**src/rtl/axi_rr_arbiter.sv**
```systemverilog
// Two-master to one-slave AXI4 arbiter, one outstanding transaction at a time.
// Define AXI_ARB_FIXED_PRIO_EN for fixed priority (m1 wins); otherwise round-robin.
module axi_rr_arbiter #(
    parameter int unsigned AXI_ADDR_WIDTH = 32,
    parameter int unsigned AXI_DATA_WIDTH = 32,
    parameter int unsigned AXI_ID_WIDTH   = 1,
    parameter int unsigned AXI_USER_WIDTH = 1
) (
    input  logic                          clk_i,
    input  logic                          rst_ni,
    // master 0 (instruction)
    input  logic [AXI_ID_WIDTH-1:0]       m0_aw_id_i,
    input  logic [AXI_ADDR_WIDTH-1:0]     m0_aw_addr_i,
    input  logic [7:0]                    m0_aw_len_i,
    input  logic [2:0]                    m0_aw_size_i,
    input  logic [1:0]                    m0_aw_burst_i,
    input  logic [2:0]                    m0_aw_prot_i,
    input  logic [AXI_USER_WIDTH-1:0]     m0_aw_user_i,
    input  logic                          m0_aw_valid_i,
    output logic                          m0_aw_ready_o,
    input  logic [AXI_DATA_WIDTH-1:0]     m0_w_data_i,
    input  logic [AXI_DATA_WIDTH/8-1:0]   m0_w_strb_i,
    input  logic                          m0_w_last_i,
    input  logic [AXI_USER_WIDTH-1:0]     m0_w_user_i,
    input  logic                          m0_w_valid_i,
    output logic                          m0_w_ready_o,
    output logic [AXI_ID_WIDTH-1:0]       m0_b_id_o,
    output logic [1:0]                    m0_b_resp_o,
    output logic [AXI_USER_WIDTH-1:0]     m0_b_user_o,
    output logic                          m0_b_valid_o,
    input  logic                          m0_b_ready_i,
    input  logic [AXI_ID_WIDTH-1:0]       m0_ar_id_i,
    input  logic [AXI_ADDR_WIDTH-1:0]     m0_ar_addr_i,
    input  logic [7:0]                    m0_ar_len_i,
    input  logic [2:0]                    m0_ar_size_i,
    input  logic [1:0]                    m0_ar_burst_i,
    input  logic [2:0]                    m0_ar_prot_i,
    input  logic [AXI_USER_WIDTH-1:0]     m0_ar_user_i,
    input  logic                          m0_ar_valid_i,
    output logic                          m0_ar_ready_o,
    output logic [AXI_ID_WIDTH-1:0]       m0_r_id_o,
    output logic [AXI_DATA_WIDTH-1:0]     m0_r_data_o,
    output logic [1:0]                    m0_r_resp_o,
    output logic                          m0_r_last_o,
    output logic [AXI_USER_WIDTH-1:0]     m0_r_user_o,
    output logic                          m0_r_valid_o,
    input  logic                          m0_r_ready_i,
    // master 1 (data)
    input  logic [AXI_ID_WIDTH-1:0]       m1_aw_id_i,
    input  logic [AXI_ADDR_WIDTH-1:0]     m1_aw_addr_i,
    input  logic [7:0]                    m1_aw_len_i,
    input  logic [2:0]                    m1_aw_size_i,
    input  logic [1:0]                    m1_aw_burst_i,
    input  logic [2:0]                    m1_aw_prot_i,
    input  logic [AXI_USER_WIDTH-1:0]     m1_aw_user_i,
    input  logic                          m1_aw_valid_i,
    output logic                          m1_aw_ready_o,
    input  logic [AXI_DATA_WIDTH-1:0]     m1_w_data_i,
    input  logic [AXI_DATA_WIDTH/8-1:0]   m1_w_strb_i,
    input  logic                          m1_w_last_i,
    input  logic [AXI_USER_WIDTH-1:0]     m1_w_user_i,
    input  logic                          m1_w_valid_i,
    output logic                          m1_w_ready_o,
    output logic [AXI_ID_WIDTH-1:0]       m1_b_id_o,
    output logic [1:0]                    m1_b_resp_o,
    output logic [AXI_USER_WIDTH-1:0]     m1_b_user_o,
    output logic                          m1_b_valid_o,
    input  logic                          m1_b_ready_i,
    input  logic [AXI_ID_WIDTH-1:0]       m1_ar_id_i,
    input  logic [AXI_ADDR_WIDTH-1:0]     m1_ar_addr_i,
    input  logic [7:0]                    m1_ar_len_i,
    input  logic [2:0]                    m1_ar_size_i,
    input  logic [1:0]                    m1_ar_burst_i,
    input  logic [2:0]                    m1_ar_prot_i,
    input  logic [AXI_USER_WIDTH-1:0]     m1_ar_user_i,
    input  logic                          m1_ar_valid_i,
    output logic                          m1_ar_ready_o,
    output logic [AXI_ID_WIDTH-1:0]       m1_r_id_o,
    output logic [AXI_DATA_WIDTH-1:0]     m1_r_data_o,
    output logic [1:0]                    m1_r_resp_o,
    output logic                          m1_r_last_o,
    output logic [AXI_USER_WIDTH-1:0]     m1_r_user_o,
    output logic                          m1_r_valid_o,
    input  logic                          m1_r_ready_i,
    // shared slave
    output logic [AXI_ID_WIDTH-1:0]       s_aw_id_o,
    output logic [AXI_ADDR_WIDTH-1:0]     s_aw_addr_o,
    output logic [7:0]                    s_aw_len_o,
    output logic [2:0]                    s_aw_size_o,
    output logic [1:0]                    s_aw_burst_o,
    output logic [2:0]                    s_aw_prot_o,
    output logic [AXI_USER_WIDTH-1:0]     s_aw_user_o,
    output logic                          s_aw_valid_o,
    input  logic                          s_aw_ready_i,
    output logic [AXI_DATA_WIDTH-1:0]     s_w_data_o,
    output logic [AXI_DATA_WIDTH/8-1:0]   s_w_strb_o,
    output logic                          s_w_last_o,
    output logic [AXI_USER_WIDTH-1:0]     s_w_user_o,
    output logic                          s_w_valid_o,
    input  logic                          s_w_ready_i,
    input  logic [AXI_ID_WIDTH-1:0]       s_b_id_i,
    input  logic [1:0]                    s_b_resp_i,
    input  logic [AXI_USER_WIDTH-1:0]     s_b_user_i,
    input  logic                          s_b_valid_i,
    output logic                          s_b_ready_o,
    output logic [AXI_ID_WIDTH-1:0]       s_ar_id_o,
    output logic [AXI_ADDR_WIDTH-1:0]     s_ar_addr_o,
    output logic [7:0]                    s_ar_len_o,
    output logic [2:0]                    s_ar_size_o,
    output logic [1:0]                    s_ar_burst_o,
    output logic [2:0]                    s_ar_prot_o,
    output logic [AXI_USER_WIDTH-1:0]     s_ar_user_o,
    output logic                          s_ar_valid_o,
    input  logic                          s_ar_ready_i,
    input  logic [AXI_ID_WIDTH-1:0]       s_r_id_i,
    input  logic [AXI_DATA_WIDTH-1:0]     s_r_data_i,
    input  logic [1:0]                    s_r_resp_i,
    input  logic                          s_r_last_i,
    input  logic [AXI_USER_WIDTH-1:0]     s_r_user_i,
    input  logic                          s_r_valid_i,
    output logic                          s_r_ready_o,
    // status
    output logic [1:0]                    gnt_o,
    output logic                          busy_o
);

    // state   | meaning
    // IDLE    | no owner, arbitrate among AR/AW requesters
    // RD_ADDR | AR forwarded, waiting for s ar_ready
    // RD_DATA | R forwarded until the rlast handshake
    // WR_ADDR | AW forwarded, waiting for s aw_ready
    // WR_DATA | W forwarded until the wlast handshake
    // WR_RESP | waiting for the B handshake
    typedef enum logic [2:0] {
        IDLE, RD_ADDR, RD_DATA, WR_ADDR, WR_DATA, WR_RESP
    } state_e;

    state_e      state_q, state_d;
    logic        sel_q, sel_d;
    logic [1:0]  gnt_q, gnt_d;
    logic        busy_q, busy_d;
    logic        req0, req1, win;
    logic        sel_aw_valid, sel_w_valid, sel_w_last, sel_ar_valid;
    logic        sel_b_ready, sel_r_ready;
`ifndef AXI_ARB_FIXED_PRIO_EN
    logic        last_q, last_d;
`endif

    assign req0 = m0_aw_valid_i | m0_ar_valid_i;
    assign req1 = m1_aw_valid_i | m1_ar_valid_i;

    assign sel_aw_valid = sel_q ? m1_aw_valid_i : m0_aw_valid_i;
    assign sel_w_valid  = sel_q ? m1_w_valid_i  : m0_w_valid_i;
    assign sel_w_last   = sel_q ? m1_w_last_i   : m0_w_last_i;
    assign sel_ar_valid = sel_q ? m1_ar_valid_i : m0_ar_valid_i;
    assign sel_b_ready  = sel_q ? m1_b_ready_i  : m0_b_ready_i;
    assign sel_r_ready  = sel_q ? m1_r_ready_i  : m0_r_ready_i;

    always_comb begin
        win = req1;
`ifndef AXI_ARB_FIXED_PRIO_EN
        // on a tie, the master that was not granted last goes first
        if (req0 && req1) win = ~last_q;
`endif
    end

    always_ff @(posedge clk_i or negedge rst_ni) begin
        if (!rst_ni) begin
            state_q <= IDLE;
            sel_q   <= 1'b0;
            gnt_q   <= 2'b00;
            busy_q  <= 1'b0;
`ifndef AXI_ARB_FIXED_PRIO_EN
            last_q  <= 1'b1;
`endif
        end else begin
            state_q <= state_d;
            sel_q   <= sel_d;
            gnt_q   <= gnt_d;
            busy_q  <= busy_d;
`ifndef AXI_ARB_FIXED_PRIO_EN
            last_q  <= last_d;
`endif
        end
    end

    always_comb begin
        state_d = state_q;
        sel_d   = sel_q;
`ifndef AXI_ARB_FIXED_PRIO_EN
        last_d  = last_q;
`endif
        case (state_q)
            IDLE: begin
                if (req0 || req1) begin
                    sel_d = win;
`ifndef AXI_ARB_FIXED_PRIO_EN
                    last_d = win;
`endif
                    // pending stores drain before loads from the same master
                    state_d = (win ? m1_aw_valid_i : m0_aw_valid_i) ? WR_ADDR : RD_ADDR;
                end
            end
            RD_ADDR: if (sel_ar_valid && s_ar_ready_i) state_d = RD_DATA;
            RD_DATA: if (s_r_valid_i && sel_r_ready && s_r_last_i) state_d = IDLE;
            WR_ADDR: if (sel_aw_valid && s_aw_ready_i) state_d = WR_DATA;
            WR_DATA: if (sel_w_valid && s_w_ready_i && sel_w_last) state_d = WR_RESP;
            WR_RESP: if (s_b_valid_i && sel_b_ready) state_d = IDLE;
            default: state_d = IDLE;
        endcase
        busy_d = (state_d != IDLE);
        gnt_d  = (state_d == IDLE) ? 2'b00 : (sel_d ? 2'b10 : 2'b01);
    end

    always_comb begin
        s_aw_valid_o  = 1'b0;
        s_w_valid_o   = 1'b0;
        s_ar_valid_o  = 1'b0;
        s_b_ready_o   = 1'b0;
        s_r_ready_o   = 1'b0;
        m0_aw_ready_o = 1'b0;
        m0_w_ready_o  = 1'b0;
        m0_ar_ready_o = 1'b0;
        m0_b_valid_o  = 1'b0;
        m0_r_valid_o  = 1'b0;
        m1_aw_ready_o = 1'b0;
        m1_w_ready_o  = 1'b0;
        m1_ar_ready_o = 1'b0;
        m1_b_valid_o  = 1'b0;
        m1_r_valid_o  = 1'b0;
        case (state_q)
            RD_ADDR: begin
                s_ar_valid_o = sel_ar_valid;
                if (sel_q) m1_ar_ready_o = s_ar_ready_i;
                else       m0_ar_ready_o = s_ar_ready_i;
            end
            RD_DATA: begin
                s_r_ready_o = sel_r_ready;
                if (sel_q) m1_r_valid_o = s_r_valid_i;
                else       m0_r_valid_o = s_r_valid_i;
            end
            WR_ADDR: begin
                s_aw_valid_o = sel_aw_valid;
                if (sel_q) m1_aw_ready_o = s_aw_ready_i;
                else       m0_aw_ready_o = s_aw_ready_i;
            end
            WR_DATA: begin
                s_w_valid_o = sel_w_valid;
                if (sel_q) m1_w_ready_o = s_w_ready_i;
                else       m0_w_ready_o = s_w_ready_i;
            end
            WR_RESP: begin
                s_b_ready_o = sel_b_ready;
                if (sel_q) m1_b_valid_o = s_b_valid_i;
                else       m0_b_valid_o = s_b_valid_i;
            end
            default: ;
        endcase
    end

    // payloads follow the owner; only valid/ready are gated by state
    assign s_aw_id_o    = sel_q ? m1_aw_id_i    : m0_aw_id_i;
    assign s_aw_addr_o  = sel_q ? m1_aw_addr_i  : m0_aw_addr_i;
    assign s_aw_len_o   = sel_q ? m1_aw_len_i   : m0_aw_len_i;
    assign s_aw_size_o  = sel_q ? m1_aw_size_i  : m0_aw_size_i;
    assign s_aw_burst_o = sel_q ? m1_aw_burst_i : m0_aw_burst_i;
    assign s_aw_prot_o  = sel_q ? m1_aw_prot_i  : m0_aw_prot_i;
    assign s_aw_user_o  = sel_q ? m1_aw_user_i  : m0_aw_user_i;
    assign s_w_data_o   = sel_q ? m1_w_data_i   : m0_w_data_i;
    assign s_w_strb_o   = sel_q ? m1_w_strb_i   : m0_w_strb_i;
    assign s_w_last_o   = sel_w_last;
    assign s_w_user_o   = sel_q ? m1_w_user_i   : m0_w_user_i;
    assign s_ar_id_o    = sel_q ? m1_ar_id_i    : m0_ar_id_i;
    assign s_ar_addr_o  = sel_q ? m1_ar_addr_i  : m0_ar_addr_i;
    assign s_ar_len_o   = sel_q ? m1_ar_len_i   : m0_ar_len_i;
    assign s_ar_size_o  = sel_q ? m1_ar_size_i  : m0_ar_size_i;
    assign s_ar_burst_o = sel_q ? m1_ar_burst_i : m0_ar_burst_i;
    assign s_ar_prot_o  = sel_q ? m1_ar_prot_i  : m0_ar_prot_i;
    assign s_ar_user_o  = sel_q ? m1_ar_user_i  : m0_ar_user_i;

    assign m0_b_id_o   = s_b_id_i;
    assign m0_b_resp_o = s_b_resp_i;
    assign m0_b_user_o = s_b_user_i;
    assign m1_b_id_o   = s_b_id_i;
    assign m1_b_resp_o = s_b_resp_i;
    assign m1_b_user_o = s_b_user_i;
    assign m0_r_id_o   = s_r_id_i;
    assign m0_r_data_o = s_r_data_i;
    assign m0_r_resp_o = s_r_resp_i;
    assign m0_r_last_o = s_r_last_i;
    assign m0_r_user_o = s_r_user_i;
    assign m1_r_id_o   = s_r_id_i;
    assign m1_r_data_o = s_r_data_i;
    assign m1_r_resp_o = s_r_resp_i;
    assign m1_r_last_o = s_r_last_i;
    assign m1_r_user_o = s_r_user_i;

    assign gnt_o  = gnt_q;
    assign busy_o = busy_q;

endmodule

```
**config.mk**
```make
export PLATFORM = sky130hd
export DESIGN_NAME = axi_rr_arbiter
export DESIGN_NICKNAME = d
export VERILOG_FILES = /design/src/rtl/axi_rr_arbiter.sv
export SDC_FILE = /design/constraint.sdc
export NUM_CORES = 1
export LEC_CHECK = 0
export BUFFER_PORTS_ARGS = -buffer_cell sky130_fd_sc_hd__buf_2
export CELL_PAD_IN_SITES_DETAIL_PLACEMENT = 0
export CELL_PAD_IN_SITES_GLOBAL_PLACEMENT = 1
export CORE_AREA = 2 2 220 222
export CTS_CLUSTER_SIZE = 10
export DETAILED_ROUTE_END_ITERATION = 16
export DIE_AREA = 0 0 222 224
export PLACE_DENSITY = 0.51
export SYNTH_ARGS = -nofsm -noshare
export SYNTH_HDL_FRONTEND = slang
export SYNTH_SLANG_ARGS = --single-unit
```
**constraint.sdc**
```tcl
create_clock -name clk_i -period 2.6 [get_ports clk_i]
set_clock_uncertainty 0.2 [all_clocks]
set_input_delay 0.13 -clock clk_i [delete_from_list [all_inputs] [get_ports clk_i]]
set_output_delay 0.13 -clock clk_i [all_outputs]
set_load 0.01 [all_outputs]
```
==> results.yml <==
routing:
  vias: 3801
  viasPerCell: 2.96
  ant_nets: 0
  routed_wl_um: 19100
  wire_per_inst_um: 14.9
  first_pass_iters: 4
  drtIter0Drc: 99
  drc: 0
global_routing:
  antenna_found_initial: 6
  track_usage: 0.0689
  globalRoute.totalOverflow: 0
  grt_pass1_wl_um: 25400
  grt_pass1_vias: 3859
  grt_max_degree: 76
run:
  maxCapViolations: 0
worst_hold_path:
  min_from: "s_r_data_i[3]"
  hp-class: "primary input to output port"
  min_delay_worst_endpoint: "m1_r_data_o[3]"
  min_path_cells: 0
worst_setup_path:
  worst_setup_path_start_kind: "flop"
  reg2reg_depth: 5
  crit_required_ps: 2270
  end_kind: "output port"
  rr_startpoint: "sel_q"
  worstSetupPathType: "flop to output port"
  critPathMaxFanout: 48
  r2r_slack_ps: 560
  regToRegEndpoint: "gnt_o[0]"
  arrival_ps: 2050
placement:
  place_hpwl_um: 17300
  place_congestion: 0.759
  dp_slack_ps: 457
  io_buffers: 451
floorplanning:
  core-area_um2: 47300
  fp.dieW_um: 222
  start_util: 0.0617
  row_count: 80
  ios: 572
  die-height_um: 224
  fp.dieArea_um2: 49700
yosys:
  synthTopCellsByArea: "mux2_2 54%, buf_4 21%, dfrtp_1 6.0%, buf_2 2.7%, mux2i_1 1.0%"
  yosysTopAreaCell: "mux2_2"
  synth.top_cell.area_share: 0.536
  synth_edf_count: 0
  yosysSeqAreaShare: 0.0689
  synthesis.area_um2: 2920
  synth_flop_cell: "dfrtp_1"
  synth.net_count: 643
  ys_warn_count: 0
  synth_cell_type_count: 40
  synth-seq-cells: 8
  syn_area_per_cell_um2: 9.46
  async_flop_share: 1.00
  synth_cells: 309
power_and_ir_drop:
  power.leakage_nw: 2.68
  vdd_drop_max_mv: 0.348
  total_power_w: 0.00394
  powerDensity_nw_per_um2: 732
timing:
  fmax_mhz: 421
  period_share: 0.914
  rsz0062_at_grt: "no"
  tns_ps: 0
  maxSlewHeadroom: 0.566
  layout_setup_ws_ps: 222
  finalSetupViolCount: 0
  finalHoldViolCount: 0
  report.final.slew_viol_count: 0
  post-route-min-period_ps: 2380
  tightest_slew_ps: 651
layout:
  nNetsFinal: 1004
  area_growth_pct: 84.1
  n_fill_cell: 5488
  drive_above_1_share: 0.909
  layout_common_cells: "451 x buf_2, 139 x mux2_2, 7 x nor2_1"
  postLayoutCoreUtil: 0.114
  mostFrequentLayoutCell: "buf_2"
clock_tree:
  root_buffer: "clkbuf_16"
  cts.sinks: 8
  numCtsBuffers: 3
  post-cts-setup-buffer-count: 0
  clock_path_buffers: 2
  cts.clk_slew.worst_paths_ps: 40
  ctsResizeCount: 0
  cts_hold_buf: 2
  cts_tree: "yes"
  cts_max_level: 1
  clk_latency_ps: 240
run_status:
  status: "finished clean"
## kinds of logic (layout without fill, tap and decap cells)
family	count (synthesis)	count (layout)	synth area share
AO/OA/AOI/OAI	15	15	0.0420
buffers and inverters	102	462	0.247
other	0	2	0
AND/OR/NAND/NOR	40	40	0.0861
flip-flops	8	8	0.0689
multiplexers	144	144	0.556
## state kept, by name, indices dropped and copies added, names as in the netlist
name / count
busy_o: 1
gnt_o: 2
last_q: 1
sel_q: 1
state_q: 3
## worst max-delay path by stage
| stage | cells past startpoint | to | startpoint | slack (ps) |
|---|---|---|---|---|
| floorplan | 4 | gnt_o[0] | sel_q | 910 |
| global placement | 3 | s_aw_prot_o[1] | sel_q | 510 |
| detailed placement | 3 | s_aw_addr_o[31] | sel_q | 460 |
| CTS | 3 | s_aw_addr_o[31] | sel_q | 210 |
| global route | 3 | s_aw_len_o[7] | sel_q | 140 |
| finish | 3 | s_aw_addr_o[31] | sel_q | 220 |
## metal layers
layer  part of all wire  vias to the layer above  routed length, um  GRT usage
li1                   -                     1744                  -          -
met1               0.38                     1688               7340     0.0788
met2               0.49                      334               9350      0.125
met3               0.10                       31               1900     0.0210
met4              0.023                        4                448     0.0159
met5             0.0030                        -                 58    0.00587
## synthesized netlist by cell type, types with 2 or more instances
library cell	count
a21boi_1	2
a21oi_1	2
and2_1	2
and3_1	2
and4_1	2
buf_2	16
buf_4	83
dfrtp_1	7
mux2_2	139
mux2_4	2
mux2i_1	3
nand2_1	6
nand3_1	2
nor2_1	7
nor2b_1	4
nor3_1	2
nor3b_1	3
o21ai_0	3
## where the power goes
group | internal (W) | total [W] | leakage (nW) | switching (W)
Combinational | 0.00168 | 0.00332 | 2.54 | 0.00164
Sequential | 0.000199 | 0.000351 | 0.0931 | 0.000152
Clock | 0.000205 | 0.000273 | 0.0382 | 0.0000679
Total | 0.00208 | 0.00394 | 2.68 | 0.00186
## critical path: stages (launching register included)
cell and delay, ps:
dfrtp_4 620, buf_4 550, mux2_2 420, buf_2 150
## through the flow
stage | std cells | cell area (um^2) | hold slack [ps]
finish | 1286 | 5380 | 60.0
global route | 1286 | 5380 | 60.0
CTS | 1284 | 5380 | 60.1
detailed placement | 1278 | 5280 | -207
global placement | 1278 | 5280 | -214
floorplan | 309 | 2920 | -366
## final cells by class
class | instances | area, um^2 | area share
antenna | 2 | 5.00 | 0.000930
sequential | 8 | 205 | 0.0381
multi-input combinational | 199 | 2000 | 0.372
inverter | 1 | 3.75 | 0.000698
tap | 615 | 769 | 0.143
clock buffer | 4 | 78.8 | 0.0146
timing repair buffer | 457 | 2320 | 0.431
Power figures use the tool's default switching activity.
